[src/rtl/sample_pkg.sv]
// Shared types and defaults for the sample capture stage.
package sample_pkg;

    localparam int WIDTH_DEF = 8;
    localparam int CNT_W_DEF = 8;

    typedef logic [0:0] state_t;

    localparam state_t ST_IDLE  = 1'b0;
    localparam state_t ST_VALID = 1'b1;

endpackage

[src/rtl/sync2.sv]
// Two-flop synchronizer for a single asynchronous level; both stages reset to 0.
module sync2 (
    input  logic clk,
    input  logic rst,
    input  logic d,
    output logic q
);

    logic meta_q, meta_d;
    logic sync_q, sync_d;

    always_comb begin
        meta_d = d;
        sync_d = meta_q;
    end

    always_ff @(posedge clk) begin
        if (rst) begin
            meta_q <= 1'b0;
            sync_q <= 1'b0;
        end else begin
            meta_q <= meta_d;
            sync_q <= sync_d;
        end
    end

    assign q = sync_q;

endmodule

[src/rtl/sample_capture_stage.sv]
// Two-phase request consumer: captures bundled data and hands it downstream on valid/ready.
//
// state    | meaning
// ---------+-------------------------------------------------------------
// ST_IDLE  | no word held; capture when a request is pending and holds low
// ST_VALID | word held on out_data; waiting for out_ready to ack upstream
module sample_capture_stage
    import sample_pkg::*;
#(
    parameter int WIDTH = WIDTH_DEF,
    parameter int CNT_W = CNT_W_DEF
) (
    input  logic             clk,
    input  logic             rst,
    input  logic             re_req,
    output logic             re_ack,
    input  logic             hold_a,
    input  logic             hold_b,
    input  logic [WIDTH-1:0] data_in,
    output logic             sample,
    output logic [WIDTH-1:0] out_data,
    output logic             out_valid,
    input  logic             out_ready,
    output logic [CNT_W-1:0] sample_count,
    output logic             err
);

    logic             req_s;
    logic             pending;

    state_t           state_q, state_d;
    logic             re_ack_q, re_ack_d;
    logic             out_valid_q, out_valid_d;
    logic [WIDTH-1:0] out_data_q, out_data_d;
    logic [CNT_W-1:0] cnt_q, cnt_d;
    logic             err_q, err_d;
    logic             req_s_prev_q, req_s_prev_d;
    logic             valid_prev_q, valid_prev_d;

    sync2 u_req_sync (
        .clk (clk),
        .rst (rst),
        .d   (re_req),
        .q   (req_s)
    );

    assign pending = req_s ^ re_ack_q;
    assign sample  = (state_q == ST_IDLE) & pending & ~hold_a & ~hold_b;

    always_comb begin
        state_d     = state_q;
        re_ack_d    = re_ack_q;
        out_valid_d = out_valid_q;
        out_data_d  = out_data_q;
        cnt_d       = cnt_q;

        case (state_q)
            ST_IDLE: begin
                if (sample) begin
                    out_data_d  = data_in;
                    out_valid_d = 1'b1;
                    cnt_d       = cnt_q + CNT_W'(1);
                    state_d     = ST_VALID;
                end
            end
            ST_VALID: begin
                if (out_valid_q && out_ready) begin
                    re_ack_d    = ~re_ack_q;
                    out_valid_d = 1'b0;
                    state_d     = ST_IDLE;
                end
            end
            default: begin
                state_d     = ST_IDLE;
                out_valid_d = 1'b0;
            end
        endcase
    end

    // A req_s edge that landed while the previous cycle was VALID means upstream
    // toggled again before seeing our ack; flagged one cycle after it is observed.
    always_comb begin
        req_s_prev_d = req_s;
        valid_prev_d = (state_q == ST_VALID);
        err_d        = err_q | ((req_s != req_s_prev_q) & valid_prev_q);
    end

    always_ff @(posedge clk) begin
        if (rst) begin
            state_q      <= ST_IDLE;
            re_ack_q     <= 1'b0;
            out_valid_q  <= 1'b0;
            out_data_q   <= '0;
            cnt_q        <= '0;
            err_q        <= 1'b0;
            req_s_prev_q <= 1'b0;
            valid_prev_q <= 1'b0;
        end else begin
            state_q      <= state_d;
            re_ack_q     <= re_ack_d;
            out_valid_q  <= out_valid_d;
            out_data_q   <= out_data_d;
            cnt_q        <= cnt_d;
            err_q        <= err_d;
            req_s_prev_q <= req_s_prev_d;
            valid_prev_q <= valid_prev_d;
        end
    end

    assign re_ack       = re_ack_q;
    assign out_valid    = out_valid_q;
    assign out_data     = out_data_q;
    assign sample_count = cnt_q;
    assign err          = err_q;

endmodule

[config.mk]
export PLATFORM = sky130hd
export DESIGN_NAME = sample_capture_stage
export DESIGN_NICKNAME = d
export VERILOG_FILES = /design/src/rtl/sample_pkg.sv /design/src/rtl/sync2.sv /design/src/rtl/sample_capture_stage.sv
export SDC_FILE = /design/constraint.sdc
export NUM_CORES = 1
export LEC_CHECK = 0
export ABC_AREA = 1
export CAP_MARGIN = 15
export CELL_PAD_IN_SITES_DETAIL_PLACEMENT = 1
export CELL_PAD_IN_SITES_GLOBAL_PLACEMENT = 1
export CORE_MARGIN = 4
export CORE_UTILIZATION = 32
export CTS_BUF_LIST = sky130_fd_sc_hd__clkbuf_2
export DETAILED_ROUTE_END_ITERATION = 10
export GPL_ROUTABILITY_DRIVEN = 0
export PLACE_DENSITY = 0.76
export SYNTH_ARGS = -nofsm -noshare
export SYNTH_HDL_FRONTEND = slang
export SYNTH_HIERARCHICAL = 1
export SYNTH_SLANG_ARGS = --single-unit
[constraint.sdc]
create_clock -name clk -period 1.33 [get_ports clk]
set_input_delay 0.133 -clock clk [delete_from_list [all_inputs] [get_ports clk]]
set_output_delay 0.133 -clock clk [all_outputs]
set_load 0.03 [all_outputs]
After elaboration in Yosys (flattened, before gate mapping). Index checks and enable logic that the tools add are counted. Widths: inputs -> output; s select.

Add/subtract/negate cells: 1. Eq/ne operators: 3. Muxes and demuxes: 6. Bitwise logic cells: 10. Reductions and logical operators: 4.

Operator list (count): $add 8x1->8 const B (1); $reduce_and 2->1 (3); $and 1x1->1 (4); $mux 1 (4); $not 1->1 (4); $pmux 1 s2 (2); $ne 2x1->1 const B (1); $ne 2x2->1 const B (1); $logic_and 1x1->1 (1); $ne 1x1->1 (1); $or 1x1->1 (1); $xor 1x1->1 (1).

Bits in registers: 24. Input port bits: 14. Output and inout bits: 20. Word-level logic and storage cells: 34.

Longest topological paths before layout.
Depth in word-level cells: 6. Depth in mapped cells: 8. Depth with buffers taken out: 8.

Hierarchy. The synthesis kept the hierarchy.

By module, submodules not included: sample_capture_stage (instances 1, cells each 130, area an instance 950.9 sq um, seq. area each 440.4 sq um); sync2 (instances 1, cells each 6, area an instance 55.1 sq um, seq. area each 40.0 sq um).

Worst setup path after synthesis. OpenSTA, ideal clock, no wires.

Path type: flip-flop to flip-flop. From: reg cnt_q[0], in the netlist sample_count[0]. To: reg cnt_q[4], in the netlist sample_count[4]. Setup time: 116 ps. Data arrival time: 1272 ps. Data required time: 1214 ps. Slack: -58 ps. Stages on the path, launching flop included: 7. Path buffers: 0. Period minus slack after synthesis: 1388 ps. Cell sequence: dfxtp_1 ha_1 nand2_1 nor2_1 nand3_1 o21ai_0 nor2_1.

Longest elaborated chain between the ends: 1.

Ends and longest elaborated chain: start: declaration (RTL line sample_capture_stage.sv:35) `logic [CNT_W-1:0] cnt_q, cnt_d;`; start signal: assignment (RTL line sample_capture_stage.sv:103) `cnt_q <= cnt_d;`; $add 8x1->8 (RTL line sample_capture_stage.sv:62) `cnt_d = cnt_q + CNT_W'(1);`.

No other way between the ends. A chain may end at the register's enable or synchronous reset.

Final worst setup path.
From: reg state_q. To: out sample.

Longest elaborated chain between the ends: 4.

Ends and longest elaborated chain: start: declaration (RTL line sample_capture_stage.sv:31) `state_t state_q, state_d;`; start signal: assignment (RTL line sample_capture_stage.sv:99) `state_q <= state_d;`; $not 1->1; $and 1x1->1 (3 in a row) (RTL line sample_capture_stage.sv:48) `assign sample = (state_q == ST_IDLE) & pending & ~hold_a & ~hold_b;`; end: declaration (RTL line sample_capture_stage.sv:20) `output logic sample,`.

No other way between the ends.

==> flow_summary.json <==
{
  "power.switching_mw": 0.309,
  "ys_ff_latch": 24,
  "fin_util": 0.497,
  "power_frac_comb": 0.115,
  "p_leak_nw": 0.656,
  "cp.arrival_ns": 1.22,
  "numPlacedInstances": 216,
  "grt_max_degree": 18,
  "critPathMaxFanout": 2,
  "fin_skew_ns": 0.000928,
  "switching_share": 0.264,
  "ir_drop_uv": 426,
  "holdCritPathClass": "in2reg",
  "power-per-cell-area_nw_per_um2": 778,
  "start_util": 0.332,
  "mappedNetlistNets": 151,
  "vias": 996,
  "drc": 0,
  "ctsHoldBuffers": 0,
  "yosysSeqAreaShare": 0.478,
  "grt_antenna_before_repair": 0,
  "die-area_um2": 4100,
  "cp_top_family": "flip-flops",
  "end_kind": "primary output",
  "required_ns": 1.20,
  "seqCellArea_um2": 497,
  "grt.total_usage": 0.150,
  "ys_types": 19,
  "cp_num_buf_inv": 1,
  "p_int_mw": 0.861,
  "num_io_pins": 34,
  "tightest_slew_ns": 0.309,
  "wire_per_inst_um": 13.0,
  "final_area_um2": 1500,
  "crit_slowest_cell": "dfxtp_2",
  "wl_met3_um": 93,
  "wl_met1_um": 1150,
  "outcome": "complete, but fails checks",
  "final_antenna_net_count": 0,
  "area_growth_pct": 49.5,
  "setup_viol": 1,
  "cts.path.max_buffers": 2,
  "path_clk_slew_ns": 0.23,
  "htreeDepth": 1,
  "hold_viol_final": 0,
  "multi_input_area_um2": 473,
  "cts_sinks": 24,
  "first_iter_violations": 26,
  "overflow": 0,
  "coreArea_um2": 3030,
  "viasPerCell": 4.47,
  "startpoint_type": "flop",
  "root_buffer": "clkbuf_2",
  "cp_cell_sequence": "nor2_2 > nand2_2 > nor2_8 > buf_6",
  "grt_pass1_wl_um": 4800,
  "syn_avg_cell_area_um2": 7.40,
  "die_y_um": 64.1,
  "diodes": 0,
  "hpwl_um": 2120,
  "port-buffer-count": 33,
  "crit_type": "reg2out",
  "seq_power_share": 0.630,
  "fin_ws_ns": -0.0278,
  "final_cells": 223,
  "maxSlewHeadroom": 0.795,
  "die_x_um": 64.1,
  "critPathMaxStageDelay_ns": 0.38,
  "synth_warnings": 6,
  "finalMaxSlewViolations": 0,
  "layout-drive-gt1-share": 0.246,
  "finalNetCount": 195,
  "syn_inst": 136,
  "violations": "negative setup slack",
  "worstSkewPairLatency_ns": 0.36,
  "wl_met2_um": 1590,
  "max-cap-violations": 0,
  "cts-buffers-inserted": 3,
  "period_needed_ns": 1.36,
  "tritoncts": "done",
  "period_share": 1.02,
  "fillers": 379,
  "fmax_mhz": 736,
  "p_clk_frac": 0.255,
  "first_global_vias": 1118,
  "netlist_area_um2": 1010,
  "totalWireLength_um": 2890,
  "top_layer": "met4",
  "post_dp_cell_area_um2": 1420,
  "drt_pass1_iterations": 3,
  "grt_setup_unrepaired": "yes",
  "rows": 20
}
what timing repair did:
item | CTS | global route
endpoints found under the hold margin | 0 | 0
pin swaps | 1 | 6
buffers inserted | 1 | 2
gates resized for setup | 40 | 18
endpoints found under the setup margin | 20 | 24
cell usage in the layout, fill, tap and decap left out, types with 3 or more instances in the layout:
cell / synthesis / layout
inv_1: 13 / 12
nand2_2: 5 / 4
dfxtp_1: 24 / 19
nor2_2: 1 / 4
o21ai_1: 5 / 5
buf_4: 1 / 8
a21oi_2: 3 / 3
clkdlybuf4s50_1: 0 / 13
nor2_1: 33 / 30
a21oi_1: 3 / 3
clkdlybuf4s15_2: 0 / 6
nand2_1: 26 / 26
dlygate4sd2_1: 0 / 4
inv_2: 2 / 3
dfxtp_4: 0 / 4
clkdlybuf4s15_1: 0 / 7
clkbuf_2: 0 / 5
nand3_1: 6 / 5
o21ai_0: 8 / 8
metrics by stage:
stage	hold slack [ns]	power (mW)	worst slack [ns]	TNS (ns)
after floorplan	0.195	0.812	0.00178	0
after global placement	0.401	0.887	-0.0679	-0.604
after detailed placement	0.402	0.890	-0.100	-0.922
after CTS	0.260	1.18	-0.0593	-0.0593
after global routing	0.274	1.21	-0.0876	-0.106
final	0.268	1.17	-0.0278	-0.0278
path summary, 6_finish.rpt:
path                     startpoint                end  slack (ns)  cells after the start
setup / recovery            state_q             sample       -0.03                      4
hold / removal               re_req  u_req_sync/meta_q        0.27                      3
setup reg to reg            state_q    sample_count[2]        0.08                      7
hold reg to reg   u_req_sync/meta_q       u_req_sync/q        0.42                      2
cells in the mapped netlist:
cell type	number	area, um^2
nor2_1	33	124
nand2_1	26	97.6
dfxtp_1	24	480
inv_1	13	48.8
o21ai_0	8	40.0
nand3_1	6	30.0
nand2_2	5	31.3
o21ai_1	5	25.0
a21oi_1	3	15.0
a21oi_2	3	26.3
inv_2	2	7.51
buf_4	1	7.51
buf_8	1	15.0
clkbuf_1	1	3.75
ha_1	1	12.5
nand4_1	1	6.26
nor2_2	1	6.26
nor2_8	1	20.0
xor2_1	1	8.76
power groups by stage:
stage          Sequential (mW)  Clock, mW  Combinational [mW]
2_1_floorplan            0.770          0              0.0422
3_3_place_gp             0.756          0               0.131
3_5_place_dp             0.756          0               0.134
4_1_cts                  0.741      0.311               0.132
5_1_grt                  0.739      0.325               0.147
6_report                 0.736      0.298               0.135
cell type report:
class,count,share of cell area
Tap cell,44,0.0366
Timing Repair Buffer,42,0.269
Multi-Input combinational cell,94,0.314
Clock buffer,3,0.00998
Inverter,15,0.0374
Clock inverter,1,0.00250
Sequential cell,24,0.330
tightest hold or removal path, delay by kind of cell:
family	cells	cell delay, ns
buffers and inverters	2	0.45
AND/OR/NAND/NOR	1	0.03
cells by family (layout without fill, tap and decap cells):
family,Yosys count,in the layout,synth area share
flip-flops,24,24,0.478
AO/OA/AOI/OAI,19,19,0.106
adder cells (fa/ha/maj),1,1,0.0124
AND/OR/NAND/NOR,73,73,0.313
XOR/XNOR,1,1,0.00871
buffers and inverters,18,61,0.0821
routing by layer:
| metal | GRT usage | up-vias |
|---|---|---|
| li1 | - | 506 |
| met1 | 0.155 | 466 |
| met4 | 0.0647 | 0 |
| met3 | 0.0281 | 5 |
| met2 | 0.289 | 19 |
| met5 | 0 | - |
registers in the layout (all words and copies together) (netlist names):
signal / cells
out_data: 8
sample_count: 8
err: 1
out_valid: 1
re_ack: 1
req_s_prev_q: 1
state_q: 1
u_req_sync/meta_q: 1
u_req_sync/q: 1
valid_prev_q: 1
Power figures use the tool's default switching activity.
